--- config.mk ---
export PLATFORM = sky130hd
export DESIGN_NAME = decode_stage
export DESIGN_NICKNAME = d
export VERILOG_FILES = /design/src/rtl/decode_pkg.sv /design/src/rtl/pipe_skid_buffer.sv /design/src/rtl/decode_stage.sv
export SDC_FILE = /design/constraint.sdc
export NUM_CORES = 1
export LEC_CHECK = 0
export CORE_MARGIN = 2
export CORE_UTILIZATION = 52
export DETAILED_ROUTE_END_ITERATION = 12
export PLACE_DENSITY = 0.9
export SYNTH_ARGS = -nofsm -noshare
export SYNTH_HDL_FRONTEND = slang
export SYNTH_SLANG_ARGS = --single-unit
--- constraint.sdc ---
create_clock -name clk_i -period 3.36 [get_ports clk_i]
set_input_delay 0.504 -clock clk_i [delete_from_list [all_inputs] [get_ports clk_i]]
set_output_delay 0.504 -clock clk_i [all_outputs]
set_load 0.01 [all_outputs]
--- src/rtl/decode_pkg.sv ---
// Shared RV32I decode definitions: opcodes, function codes, ALU one-hot indices,
// immediate formats and the control bundle carried from ID to EX.
package decode_pkg;

    localparam logic [6:0] OP_LUI      = 7'b0110111;
    localparam logic [6:0] OP_AUIPC    = 7'b0010111;
    localparam logic [6:0] OP_JAL      = 7'b1101111;
    localparam logic [6:0] OP_JALR     = 7'b1100111;
    localparam logic [6:0] OP_BRANCH   = 7'b1100011;
    localparam logic [6:0] OP_LOAD     = 7'b0000011;
    localparam logic [6:0] OP_STORE    = 7'b0100011;
    localparam logic [6:0] OP_IMM      = 7'b0010011;
    localparam logic [6:0] OP_REG      = 7'b0110011;
    localparam logic [6:0] OP_MISC_MEM = 7'b0001111;
    localparam logic [6:0] OP_SYSTEM   = 7'b1110011;

    localparam logic [2:0] F3_ADD  = 3'b000;
    localparam logic [2:0] F3_SLL  = 3'b001;
    localparam logic [2:0] F3_SLT  = 3'b010;
    localparam logic [2:0] F3_SLTU = 3'b011;
    localparam logic [2:0] F3_XOR  = 3'b100;
    localparam logic [2:0] F3_SR   = 3'b101;
    localparam logic [2:0] F3_OR   = 3'b110;

    localparam logic [6:0] F7_BASE   = 7'b0000000;
    localparam logic [6:0] F7_ALT    = 7'b0100000;
    localparam logic [6:0] F7_MULDIV = 7'b0000001;

    localparam logic [31:0] INSTR_ECALL  = 32'h0000_0073;
    localparam logic [31:0] INSTR_EBREAK = 32'h0010_0073;

    localparam int unsigned ALU_ADD    = 0;
    localparam int unsigned ALU_SUB    = 1;
    localparam int unsigned ALU_SLL    = 2;
    localparam int unsigned ALU_SLT    = 3;
    localparam int unsigned ALU_SLTU   = 4;
    localparam int unsigned ALU_XOR    = 5;
    localparam int unsigned ALU_SRL    = 6;
    localparam int unsigned ALU_SRA    = 7;
    localparam int unsigned ALU_OR     = 8;
    localparam int unsigned ALU_AND    = 9;
    localparam int unsigned ALU_LUI    = 10;
    localparam int unsigned ALU_MUL    = 11;
    localparam int unsigned ALU_MULH   = 12;
    localparam int unsigned ALU_MULHSU = 13;
    localparam int unsigned ALU_MULHU  = 14;
    localparam int unsigned ALU_DIV    = 15;
    localparam int unsigned ALU_DIVU   = 16;
    localparam int unsigned ALU_REM    = 17;
    localparam int unsigned ALU_REMU   = 18;
    localparam int unsigned ALU_FUN_MAX = 19;

    localparam logic [1:0] OP2_RS2 = 2'b00;
    localparam logic [1:0] OP2_IMM = 2'b01;
    localparam logic [1:0] OP2_PC  = 2'b10;

    localparam logic [1:0] WR_ALU = 2'b00;
    localparam logic [1:0] WR_MEM = 2'b01;
    localparam logic [1:0] WR_PC4 = 2'b10;

    typedef enum logic [2:0] {
        IMM_NONE,
        IMM_I,
        IMM_S,
        IMM_B,
        IMM_U,
        IMM_J
    } imm_fmt_e;

    typedef struct packed {
        logic [ALU_FUN_MAX-1:0] alu_fun;
        logic                   alu_op1_sel;
        logic [1:0]             alu_op2_sel;
        logic                   reg_wr_en;
        logic [1:0]             reg_wr_sel;
        logic                   dmem_rd_en;
        logic                   dmem_wr_en;
        logic [1:0]             dmem_size;
        logic                   dmem_sign;
        logic                   rs1_used;
        logic                   rs2_used;
        logic                   instr_jal;
        logic                   instr_jalr;
        logic                   instr_branch;
        logic                   ecall;
        logic                   ebreak;
        logic                   illegal;
    } id_ctrl_t;

    function automatic logic [ALU_FUN_MAX-1:0] alu_onehot(input int unsigned idx);
        logic [ALU_FUN_MAX-1:0] one;
        one = {{(ALU_FUN_MAX-1){1'b0}}, 1'b1};
        return one << idx;
    endfunction

    // Base integer function from funct3; alt selects SUB/SRA on the shared codes.
    function automatic int unsigned base_alu_idx(input logic [2:0] funct3, input logic alt);
        int unsigned idx;
        case (funct3)
            F3_ADD:  idx = alt ? ALU_SUB : ALU_ADD;
            F3_SLL:  idx = ALU_SLL;
            F3_SLT:  idx = ALU_SLT;
            F3_SLTU: idx = ALU_SLTU;
            F3_XOR:  idx = ALU_XOR;
            F3_SR:   idx = alt ? ALU_SRA : ALU_SRL;
            F3_OR:   idx = ALU_OR;
            default: idx = ALU_AND;
        endcase
        return idx;
    endfunction

    function automatic logic [31:0] imm_gen(input logic [31:0] instr, input imm_fmt_e fmt);
        logic [31:0] imm;
        case (fmt)
            IMM_I:   imm = {{20{instr[31]}}, instr[31:20]};
            IMM_S:   imm = {{20{instr[31]}}, instr[31:25], instr[11:7]};
            IMM_B:   imm = {{19{instr[31]}}, instr[31], instr[7], instr[30:25], instr[11:8], 1'b0};
            IMM_U:   imm = {instr[31:12], 12'b0};
            IMM_J:   imm = {{11{instr[31]}}, instr[31], instr[19:12], instr[20], instr[30:21], 1'b0};
            default: imm = '0;
        endcase
        return imm;
    endfunction

endpackage

--- src/rtl/pipe_skid_buffer.sv ---
// Generic 2-entry valid/ready pipeline register with flush. The ready output
// is a flop, so upstream never sees a combinational path from out_ready_i.
module pipe_skid_buffer #(
    parameter int WIDTH = 8
) (
    input  logic             clk_i,
    input  logic             rst_i,
    input  logic             flush_i,
    input  logic             in_valid_i,
    output logic             in_ready_o,
    input  logic [WIDTH-1:0] in_data_i,
    output logic             out_valid_o,
    input  logic             out_ready_i,
    output logic [WIDTH-1:0] out_data_o
);

    logic             main_valid_q, main_valid_d;
    logic             skid_valid_q, skid_valid_d;
    logic             ready_q, ready_d;
    logic [WIDTH-1:0] main_data_q, main_data_d;
    logic [WIDTH-1:0] skid_data_q, skid_data_d;
    logic             accept;
    logic             pop;

    assign accept = in_valid_i && ready_q;
    assign pop    = main_valid_q && out_ready_i;

    always_comb begin
        // NOTE: every variable gets its hold value first, so no branch can leave it unassigned and infer a latch.
        main_valid_d = main_valid_q;
        main_data_d  = main_data_q;
        skid_valid_d = skid_valid_q;
        skid_data_d  = skid_data_q;

        if (skid_valid_q) begin
            // Full: ready is low, so only a drain of the older entry can happen.
            if (pop) begin
                main_data_d  = skid_data_q;
                skid_valid_d = 1'b0;
            end
        end else if (main_valid_q && !pop) begin
            if (accept) begin
                skid_data_d  = in_data_i;
                skid_valid_d = 1'b1;
            end
        end else begin
            main_valid_d = accept;
            if (accept) begin
                main_data_d = in_data_i;
            end
        end

        if (flush_i) begin
            main_valid_d = 1'b0;
            skid_valid_d = 1'b0;
        end

        ready_d = !skid_valid_d;
    end

    always_ff @(posedge clk_i) begin
        // NOTE: payload flops are reset as well, because reset must drive every downstream output to zero.
        if (rst_i) begin
            main_valid_q <= 1'b0;
            skid_valid_q <= 1'b0;
            ready_q      <= 1'b1;
            main_data_q  <= '0;
            skid_data_q  <= '0;
        end else begin
            // NOTE: non-blocking assignments make every flop sample pre-edge values regardless of statement order.
            main_valid_q <= main_valid_d;
            skid_valid_q <= skid_valid_d;
            ready_q      <= ready_d;
            main_data_q  <= main_data_d;
            skid_data_q  <= skid_data_d;
        end
    end

    assign in_ready_o  = ready_q;
    assign out_valid_o = main_valid_q;
    assign out_data_o  = main_data_q;

endmodule

--- src/rtl/decode_stage.sv ---
// RV32I(+M) instruction decode stage: combinational decode into a control
// bundle, registered through a 2-entry skid buffer towards EX.
module decode_stage
    import decode_pkg::*;
#(
    parameter int  XLEN      = 32,
    parameter int  ENABLE_M  = 0,
    localparam int ALU_FUN_W = 11 + 8 * ENABLE_M
) (
    input  logic                 clk_i,
    input  logic                 rst_i,
    input  logic                 flush_i,
    input  logic                 if_valid_i,
    output logic                 if_ready_o,
    input  logic [31:0]          instr_i,
    input  logic [XLEN-1:0]      pc_i,
    output logic                 id_valid_o,
    input  logic                 id_ready_i,
    output logic [XLEN-1:0]      pc_o,
    output logic [XLEN-1:0]      imm_o,
    output logic [4:0]           rs1_o,
    output logic [4:0]           rs2_o,
    output logic [4:0]           rd_o,
    output logic                 rs1_used_o,
    output logic                 rs2_used_o,
    output logic [ALU_FUN_W-1:0] alu_fun_o,
    output logic                 alu_op1_sel_o,
    output logic [1:0]           alu_op2_sel_o,
    output logic                 reg_wr_en_o,
    output logic [1:0]           reg_wr_sel_o,
    output logic                 dmem_rd_en_o,
    output logic                 dmem_wr_en_o,
    output logic [1:0]           dmem_size_o,
    output logic                 dmem_sign_o,
    output logic                 instr_jal_o,
    output logic                 instr_jalr_o,
    output logic                 instr_branch_o,
    output logic                 ecall_o,
    output logic                 ebreak_o,
    output logic                 illegal_o
);

    localparam int PAYLOAD_W = $bits(id_ctrl_t) + 2 * XLEN + 15;

    logic [6:0]           opcode;
    logic [2:0]           funct3;
    logic [6:0]           funct7;
    id_ctrl_t             ctrl_d, ctrl_q;
    imm_fmt_e             imm_fmt;
    logic                 illegal;
    logic [XLEN-1:0]      imm_d;
    logic [PAYLOAD_W-1:0] payload_d, payload_q;

    assign opcode = instr_i[6:0];
    assign funct3 = instr_i[14:12];
    assign funct7 = instr_i[31:25];

    always_comb begin
        ctrl_d  = '0;
        imm_fmt = IMM_NONE;
        illegal = 1'b0;

        case (opcode)
            OP_LUI: begin
                imm_fmt             = IMM_U;
                ctrl_d.alu_fun      = alu_onehot(ALU_LUI);
                ctrl_d.alu_op1_sel  = 1'b1;
                ctrl_d.reg_wr_en    = 1'b1;
            end
            OP_AUIPC: begin
                imm_fmt             = IMM_U;
                ctrl_d.alu_fun      = alu_onehot(ALU_ADD);
                ctrl_d.alu_op1_sel  = 1'b1;
                ctrl_d.alu_op2_sel  = OP2_PC;
                ctrl_d.reg_wr_en    = 1'b1;
            end
            OP_JAL: begin
                // ALU forms the target pc+imm; rd receives pc+4.
                imm_fmt             = IMM_J;
                ctrl_d.alu_fun      = alu_onehot(ALU_ADD);
                ctrl_d.alu_op1_sel  = 1'b1;
                ctrl_d.alu_op2_sel  = OP2_PC;
                ctrl_d.reg_wr_en    = 1'b1;
                ctrl_d.reg_wr_sel   = WR_PC4;
                ctrl_d.instr_jal    = 1'b1;
            end
            OP_JALR: begin
                imm_fmt             = IMM_I;
                illegal             = (funct3 != 3'd0);
                ctrl_d.alu_fun      = alu_onehot(ALU_ADD);
                ctrl_d.alu_op2_sel  = OP2_IMM;
                ctrl_d.reg_wr_en    = 1'b1;
                ctrl_d.reg_wr_sel   = WR_PC4;
                ctrl_d.rs1_used     = 1'b1;
                ctrl_d.instr_jalr   = 1'b1;
            end
            OP_BRANCH: begin
                // EX recovers the full funct3 from {!dmem_sign, dmem_size}.
                imm_fmt             = IMM_B;
                illegal             = (funct3 == 3'd2) || (funct3 == 3'd3);
                ctrl_d.dmem_size    = funct3[1:0];
                ctrl_d.dmem_sign    = !funct3[2];
                ctrl_d.rs1_used     = 1'b1;
                ctrl_d.rs2_used     = 1'b1;
                ctrl_d.instr_branch = 1'b1;
            end
            OP_LOAD: begin
                imm_fmt             = IMM_I;
                illegal             = (funct3 == 3'd3) || (funct3 >= 3'd6);
                ctrl_d.alu_fun      = alu_onehot(ALU_ADD);
                ctrl_d.alu_op2_sel  = OP2_IMM;
                ctrl_d.reg_wr_en    = 1'b1;
                ctrl_d.reg_wr_sel   = WR_MEM;
                ctrl_d.dmem_rd_en   = 1'b1;
                ctrl_d.dmem_size    = funct3[1:0];
                ctrl_d.dmem_sign    = !funct3[2];
                ctrl_d.rs1_used     = 1'b1;
            end
            OP_STORE: begin
                imm_fmt             = IMM_S;
                illegal             = (funct3 > 3'd2);
                ctrl_d.alu_fun      = alu_onehot(ALU_ADD);
                ctrl_d.alu_op2_sel  = OP2_IMM;
                ctrl_d.dmem_wr_en   = 1'b1;
                ctrl_d.dmem_size    = funct3[1:0];
                ctrl_d.dmem_sign    = !funct3[2];
                ctrl_d.rs1_used     = 1'b1;
                ctrl_d.rs2_used     = 1'b1;
            end
            OP_IMM: begin
                // Shift immediates reuse imm[11:5] as funct7.
                imm_fmt             = IMM_I;
                if (funct3 == F3_SLL) begin
                    illegal = (funct7 != F7_BASE);
                end else if (funct3 == F3_SR) begin
                    illegal = (funct7 != F7_BASE) && (funct7 != F7_ALT);
                end
                ctrl_d.alu_fun      = alu_onehot(base_alu_idx(funct3, (funct3 == F3_SR) && (funct7 == F7_ALT)));
                ctrl_d.alu_op2_sel  = OP2_IMM;
                ctrl_d.reg_wr_en    = 1'b1;
                ctrl_d.rs1_used     = 1'b1;
            end
            OP_REG: begin
                if (funct7 == F7_BASE) begin
                    ctrl_d.alu_fun = alu_onehot(base_alu_idx(funct3, 1'b0));
                end else if ((funct7 == F7_ALT) && ((funct3 == F3_ADD) || (funct3 == F3_SR))) begin
                    ctrl_d.alu_fun = alu_onehot(base_alu_idx(funct3, 1'b1));
                end else if ((funct7 == F7_MULDIV) && (ENABLE_M != 0)) begin
                    ctrl_d.alu_fun = alu_onehot(ALU_MUL + 32'(funct3));
                end else begin
                    illegal = 1'b1;
                end
                ctrl_d.reg_wr_en    = 1'b1;
                ctrl_d.rs1_used     = 1'b1;
                ctrl_d.rs2_used     = 1'b1;
            end
            OP_MISC_MEM: begin
            end
            OP_SYSTEM: begin
                if (instr_i == INSTR_ECALL) begin
                    ctrl_d.ecall = 1'b1;
                end else if (instr_i == INSTR_EBREAK) begin
                    ctrl_d.ebreak = 1'b1;
                end else begin
                    illegal = 1'b1;
                end
            end
            default: illegal = 1'b1;
        endcase

        if (illegal) begin
            ctrl_d         = '0;
            ctrl_d.illegal = 1'b1;
        end

        imm_d = XLEN'($signed(imm_gen(instr_i, imm_fmt)));
    end

    assign payload_d = {ctrl_d, pc_i, imm_d, instr_i[19:15], instr_i[24:20], instr_i[11:7]};

    pipe_skid_buffer #(
        .WIDTH(PAYLOAD_W)
    ) u_skid (
        .clk_i      (clk_i),
        .rst_i      (rst_i),
        .flush_i    (flush_i),
        .in_valid_i (if_valid_i),
        .in_ready_o (if_ready_o),
        .in_data_i  (payload_d),
        .out_valid_o(id_valid_o),
        .out_ready_i(id_ready_i),
        .out_data_o (payload_q)
    );

    assign {ctrl_q, pc_o, imm_o, rs1_o, rs2_o, rd_o} = payload_q;

    assign alu_fun_o      = ALU_FUN_W'(ctrl_q.alu_fun);
    assign alu_op1_sel_o  = ctrl_q.alu_op1_sel;
    assign alu_op2_sel_o  = ctrl_q.alu_op2_sel;
    assign reg_wr_en_o    = ctrl_q.reg_wr_en;
    assign reg_wr_sel_o   = ctrl_q.reg_wr_sel;
    assign dmem_rd_en_o   = ctrl_q.dmem_rd_en;
    assign dmem_wr_en_o   = ctrl_q.dmem_wr_en;
    assign dmem_size_o    = ctrl_q.dmem_size;
    assign dmem_sign_o    = ctrl_q.dmem_sign;
    assign rs1_used_o     = ctrl_q.rs1_used;
    assign rs2_used_o     = ctrl_q.rs2_used;
    assign instr_jal_o    = ctrl_q.instr_jal;
    assign instr_jalr_o   = ctrl_q.instr_jalr;
    assign instr_branch_o = ctrl_q.instr_branch;
    assign ecall_o        = ctrl_q.ecall;
    assign ebreak_o       = ctrl_q.ebreak;
    assign illegal_o      = ctrl_q.illegal;

`ifdef FORMAL
    always_comb begin
        assert ($onehot0(alu_fun_o));
        assert (!(dmem_rd_en_o && dmem_wr_en_o));
        assert ($onehot0({instr_jal_o, instr_jalr_o, instr_branch_o, ecall_o, ebreak_o, illegal_o}));
    end
`endif

endmodule
==> metrics.csv, run 1 <==
stage,metric,value,unit
global_routing,grtUsageTotal,27.00,%
critical_path,crit_chain,clkdlybuf4s50_1 -> or4_4 -> nor4_1 -> nand3_1 -> a2111oi_4 -> nand2_2 -> a311o_1,
critical_path,required,3.75,ns
detailed_routing,avgViaCountPerCell,6.028,
logic_synthesis,avgSynthCellArea,8.221,sq um
placement,placed_area,11640,sq um
sta,hold_violations,0,
detailed_routing,ant_nets,0,
placement,place_ws,0.02404,ns
logic_synthesis,synth_fp_nets,1228,
clock_tree,numCtsBuffers,24,
clock_tree,cts-root-buf,clkbuf_16,
sta,setup_viol,0,
logic_synthesis,seq_area_frac_synth,46.43,%
detailed_routing,vias,9319,
sta,relSlewSlack,26.12,%
cells_and_area,fin_area,12410,sq um
logic_synthesis,synth-edff-count,0,
min_path,hp-class,in2reg,
cells_and_area,final_cell_mix,"dfxtp_1, nand2_1, clkdlybuf4s50_1",
clock_tree,ctsHtreeMaxLevel,1,
critical_path,cp_slowest_cell,or4_4,
flow_run,max_cap_violations,0,
critical_path,r2r_cells,5,
critical_path,crit_fanout,11,
cells_and_area,synthToLayoutAreaGrowth,30.23,%
sta,tightest_slew,1.108,ns
placement,place.gp.congestion,0.9014,
critical_path,worstPathArrival,3.26,ns
die,initial_core_util,53.04,%
detailed_routing,routed_wl,27720,microns
logic_synthesis,synth_warnings,0,
die,die_w,139.4,microns
clock_tree,cts_buffer_depth,3,
critical_path,cp_top_family,simple AND/OR/NAND/NOR gates,
clock_tree,postCtsSetupRepairBufs,0,
critical_path,cp_num_cells,7,
power,p_leak,4.149,nW
critical_path,critPathCaptureType,flop,
clock_tree,cts_resized,0,
logic_synthesis,synthFlopType,dfxtp_1,
min_path,hold-path-cell-count,2,
run_status,outcome,"finished, final reports clean",
cells_and_area,drive_above_1_share,8.352,%
die,die_h,139.4,microns
sta,setup_slack,0.4908,ns
clock_tree,clock-sinks,221,
cells_and_area,num_antenna_cells,0,
die,core.rowCount,49,
critical_path,critical_path_class,in2reg,
cells_and_area,fin_cells,1546,
logic_synthesis,ys_ff_latch,221,
cells_and_area,fin_nets,1370,
clock_tree,postCtsHoldBufs,0,
detailed_routing,routedWlPerCell,17.93,microns
logic_synthesis,synth_top_area_cell,dfxtp_1,
cells_and_area,fill_cells,1373,
sta,period_needed,2.869,ns
sta,fin_crit_sh,85.39,%
power,p_per_area,487.7,nW/um^2
global_routing,grt_overflow,0,
logic_synthesis,ys_top_cells_by_area,"dfxtp_1, nand2_1, a211oi_1",
logic_synthesis,yosys.cell_types.count,63,
clock_tree,cts_tree,yes,
logic_synthesis,syn_area,9528,sq um
logic_synthesis,async_reset_ff_share,0,%
die,fp.dieArea,19420,sq um
die,core-area,17960,sq um
cells_and_area,final_common_cell,dfxtp_1,
global_routing,grt_pass1_wl,44060,microns
logic_synthesis,syn_inst,1159,
global_routing,antenna_found_initial,0,
detailed_routing,dr.first_iter.drc_count,741,
placement,dpl.cell_count,1504,
sta,rsz0062_at_grt,false,
global_routing,grt_max_degree,95,
critical_path,cpPeakStageDelay,0.59,ns
sta,clock_skew,0.01260,ns
sta,setup_tns,0,ns
die,io_pins,180,
sta,clock.fmax,348.5,MHz
global_routing,grt_pass1_vias,8860,
sta,holdWs,0.3398,ns
logic_synthesis,synth_top_area_share,46.43,%
detailed_routing,drt_first_pass_iters,7,
clock_tree,clkSlewWorstSetupHoldPaths,0.06,ns
sta,finalMaxSlewViolations,0,
clock_tree,clock_latency,0.50,ns
critical_path,cp-start-kind,input pin,
placement,io_buffers,179,
critical_path,cp_num_buf_inv,1,
placement,hpwl,17850,microns
power,ir_drop,468.5,uV
detailed_routing,drc_errors,0,
stage by stage:
step | utilization [%] | power (mW)
after floorplan | - | 3.170
after global placement | 64.80 | 3.534
after detailed placement | 64.80 | 3.553
after CTS | 69.07 | 6.082
after global routing | 69.07 | 6.251
final | 69.07 | 6.051
power by group:
group          total (mW)  internal (mW)  switching [mW]
sequential           2.77           2.71          0.0523
combinational       0.740          0.345           0.395
clock                2.54           1.50            1.04
total                6.05           4.56            1.49
logic make-up (layout without fill, tap and decap cells):
| family | after synthesis | count (layout) | share of synthesized area (%) |
|---|---|---|---|
| buffers and inverters | 118 | 276 | 4.846 |
| AOI/OAI and AO/OA | 324 | 324 | 22.88 |
| and+or+nand+nor | 444 | 444 | 20.38 |
| DFF | 221 | 221 | 46.43 |
| xor gates and xnor gates | 1 | 1 | 0.09194 |
| muxes | 50 | 50 | 5.266 |
| adders and majority gates | 1 | 1 | 0.1051 |
per-layer routing:
metal	global-route usage [%]	routed length (microns)
met1	34.00	10870
met2	46.21	13600
met4	8.878	747
met3	5.747	2499
met5	0	0
final cells by class:
class                           count  area [sq um]  area share, %
Multi-Input combinational cell    820          4687          37.77
Clock buffer                       32         681.9          5.496
Clock inverter                     10         86.33         0.6958
Inverter                            8         30.03         0.2420
Tap cell                          229         286.5          2.309
Timing Repair Buffer              226          2208          17.80
Sequential cell                   221          4428          35.69
state kept, by name, indices dropped and copies added, names as in the netlist:
name,cells
u_skid.in_ready_o,1
u_skid.out_data_o,109
u_skid.out_valid_o,1
u_skid.skid_data_q,109
u_skid.skid_valid_q,1
worst paths after layout:
check / start / to / slack (ns)
max: instr_i[25] / u_skid.out_data_o[79] / 0.49
min: rst_i / u_skid.skid_data_q[83] / 0.34
max reg2reg: u_skid.out_valid_o / u_skid.out_data_o[64] / 1.11
min reg2reg: u_skid.skid_data_q[96] / u_skid.skid_data_q[96] / 0.45
synthesized netlist by cell type (10+ instances only):
cell        n
nor2_1    126
nor4_1     10
nand3_1    29
clkbuf_1   99
a211oi_1   78
mux2i_1    49
o22ai_1    11
nor3_1     17
o21ai_0    33
dfxtp_1   221
a21oi_1   115
a22oi_1    15
nand2_1   204
nand3b_1   10
Note: power is estimated with default switching activity, not from simulation.
==> run 2, diff against run 1 <==
CORE_UTILIZATION = 56   (was 52)
GPL_TIMING_DRIVEN = 0   (was unset)
PLACE_DENSITY = 0.92   (was 0.9)
SYNTH_HIERARCHICAL = 1   (was unset)
==> run 2 against run 1 <==
Compared with the run above: fmax is 12% lower; power is 1.3% higher; sequential share of layout area is 5.8 points lower; register-to-register slack worse by 0.17 ns; synthesized area is 25% higher; wire length is 34% higher; combinational power is 3.0% lower; highest routed layer unchanged.
==> metrics.csv, run 2 <==
stage,metric,value,unit,change
run_status,outcome,"finished, final reports clean",,
clock_tree,cts_tree,yes,,
logic_synthesis,syn_inst,1346,,+16%
sta,clock.fmax,308.1,MHz,-12%
critical_path,cpPeakStageDelay,0.62,ns,+0.03 ns
critical_path,reg2reg_slack,0.94,ns,-0.17 ns
critical_path,worstPathArrival,3.70,ns,+0.44 ns
critical_path,r2r_cells,7,,+2
sta,relSlewSlack,37.62,%,+12 points
sta,rsz0062_at_grt,false,,
detailed_routing,routed_wl,37190,microns,+34%
cells_and_area,final_cell_mix,"a21oi_1, dfxtp_1, clkdlybuf4s50_1",,
critical_path,cp_num_cells,10,,+3
sta,tightest_slew,0.9301,ns,-0.1782 ns
detailed_routing,drt_first_pass_iters,6,,-1
global_routing,grt_overflow,0,,unchanged
sta,period_needed,3.245,ns,+0.3761 ns
cells_and_area,fin_nets,1615,,+18%
critical_path,endpoint,u_skid/out_data_o[38],,
detailed_routing,avgViaCountPerCell,6.446,,+6.9%
power,p_per_area,414.1,nW/um^2,-15%
critical_path,cp_slowest_cell,clkdlybuf4s50_1,,
min_path,hp-class,reg2reg,,
logic_synthesis,synth_fp_nets,1415,,+15%
detailed_routing,routedWlPerCell,20.19,microns,+13%
die,core-area,20890,sq um,+16%
clock_tree,clock-sinks,221,,unchanged
die,die_h,149.6,microns,+7.3%
clock_tree,postCtsSetupRepairBufs,0,,unchanged
placement,place.gp.congestion,0.9882,,+9.6%
die,io_pins,180,,unchanged
clock_tree,cts_buffer_depth,3,,unchanged
clock_tree,numCtsBuffers,24,,unchanged
clock_tree,clkSlewWorstSetupHoldPaths,0.06,ns,about the same
power,ir_drop,378.0,uV,-19%
die,fp.dieArea,22380,sq um,+15%
power,p_leak,5.266,nW,+27%
cells_and_area,final_common_cell,a21oi_1,,
detailed_routing,drc_errors,0,,unchanged
critical_path,cp_common_cell,a21oi_1,,
critical_path,cp-start-kind,input pin,,
die,initial_core_util,56.83,%,+3.8 points
clock_tree,cts-root-buf,clkbuf_16,,
critical_path,crit_chain,clkdlybuf4s50_1 -> nor2b_1 -> o21ai_0 -> a21oi_1 -> and2_1 -> clkbuf_1 -> a21o_1 -> mux2i_1 -> or4_1 -> a21oi_1,,
global_routing,antenna_found_initial,3,,+3
detailed_routing,dr.first_iter.drc_count,1116,,+51%
critical_path,r2r_start,u_skid/skid_valid_q,,
cells_and_area,synthToLayoutAreaGrowth,24.68,%,
detailed_routing,vias,11874,,+27%
sta,clock_skew,0.005679,ns,-0.006922 ns
clock_tree,clock_latency,0.53,ns,+0.03 ns
sta,holdWs,0.4649,ns,+0.1251 ns
critical_path,required,3.82,ns,+0.07 ns
sta,fin_crit_sh,96.58,%,+11 points
placement,hpwl,26130,microns,+46%
critical_path,startpoint,instr_i[5],,
global_routing,grt_pass1_vias,11130,,+26%
clock_tree,ctsHtreeMaxLevel,1,,unchanged
global_routing,grt_max_degree,15,,-84%
sta,hold_violations,0,,unchanged
detailed_routing,ant_nets,0,,unchanged
logic_synthesis,avgSynthCellArea,8.820,sq um,+7.3%
critical_path,critPathCaptureType,flop,,
critical_path,crit_fanout,10,,-1
placement,io_buffers,174,,-2.8%
cells_and_area,drive_above_1_share,16.11,%,+7.8 points
global_routing,grt_pass1_wl,57760,microns,+31%
logic_synthesis,syn_area,11870,sq um,+25%
die,die_w,149.6,microns,+7.3%
logic_synthesis,synth_warnings,6,,+6
critical_path,critical_path_class,in2reg,,
critical_path,cp_num_buf_inv,2,,+1
global_routing,grtUsageTotal,31.92,%,+4.9 points
placement,dpl.cell_count,1795,,+19%
sta,setup_viol,0,,unchanged
die,core.rowCount,53,,+8.2%
critical_path,rr_endpoint,u_skid/out_data_o[53],,
critical_path,cp_top_family,compound AO/OA/AOI/OAI gates,,
flow_run,max_cap_violations,0,,unchanged
sta,finalMaxSlewViolations,0,,unchanged
cells_and_area,fin_cells,1842,,+19%
## run 2: layout make-up
type                       instances  area [sq um]
antenna                            3         7.507
buffer                           187         893.4
clock buffer                      30         683.2
clock inverter                    14         140.1
fill                            1585          6087
inverter                           6         22.52
multi-input combinational        932          6545
sequential                       221          4424
tap                              275         344.1
timing repair buffer             174          1742
## run 2: worst reg2reg max path, cell delays in order (launching register included)
cell	delay, ns
dfxtp_1	0.30
buf_6	0.12
a21oi_4	0.44
buf_2	0.34
buf_2	0.40
clkbuf_1	0.41
o31ai_1	0.17
a21oi_1	0.16
## run 2: stage by stage
stage	setup slack (ns)	power, mW	area (sq um)	setup TNS (ns)	util [%]
final	0.1148	6.130	14800	0	70.86
after CTS	0.2199	6.131	14780	0	70.76
after global routing	0.0006564	6.316	14800	0	70.85
after floorplan	0.5054	3.126	11870	0	-
after detailed placement	-0.3120	3.446	13960	-8.069	66.82
after global placement	-0.3319	3.430	13960	-8.604	66.82
## run 2: report_power, final
group	switching, mW	internal, mW
logic	0.435	0.283
clock network	1.11	1.60
registers	0.0275	2.67
## run 2: worst min path at each step
stage	from	endpoint	slack, ns	cells past startpoint
2_1_floorplan	u_skid/out_data_o[0]	u_skid/out_data_o[0]	0.48	2
3_3_place_gp	u_skid/out_data_o[76]	u_skid/out_data_o[76]	0.45	2
3_5_place_dp	u_skid/out_data_o[25]	u_skid/out_data_o[25]	0.46	2
4_1_cts	instr_i[13]	u_skid/skid_data_q[89]	0.46	5
5_1_grt	u_skid/out_data_o[76]	u_skid/out_data_o[76]	0.48	2
6_report	u_skid/out_data_o[76]	u_skid/out_data_o[76]	0.46	2
## run 2: timing repair
action                     CTS  global route
gates resized for setup      0             3
hold buffers                 0             0
setup endpoints to repair    0             9
## run 2: metal layers
layer	routed length, microns	vias up	GRT usage (%)
li1	-	5465	-
met1	14750	5635	40.48
met2	17650	646	53.53
met3	3035	128	4.695
met4	1753	0	14.86
met5	0	-	0
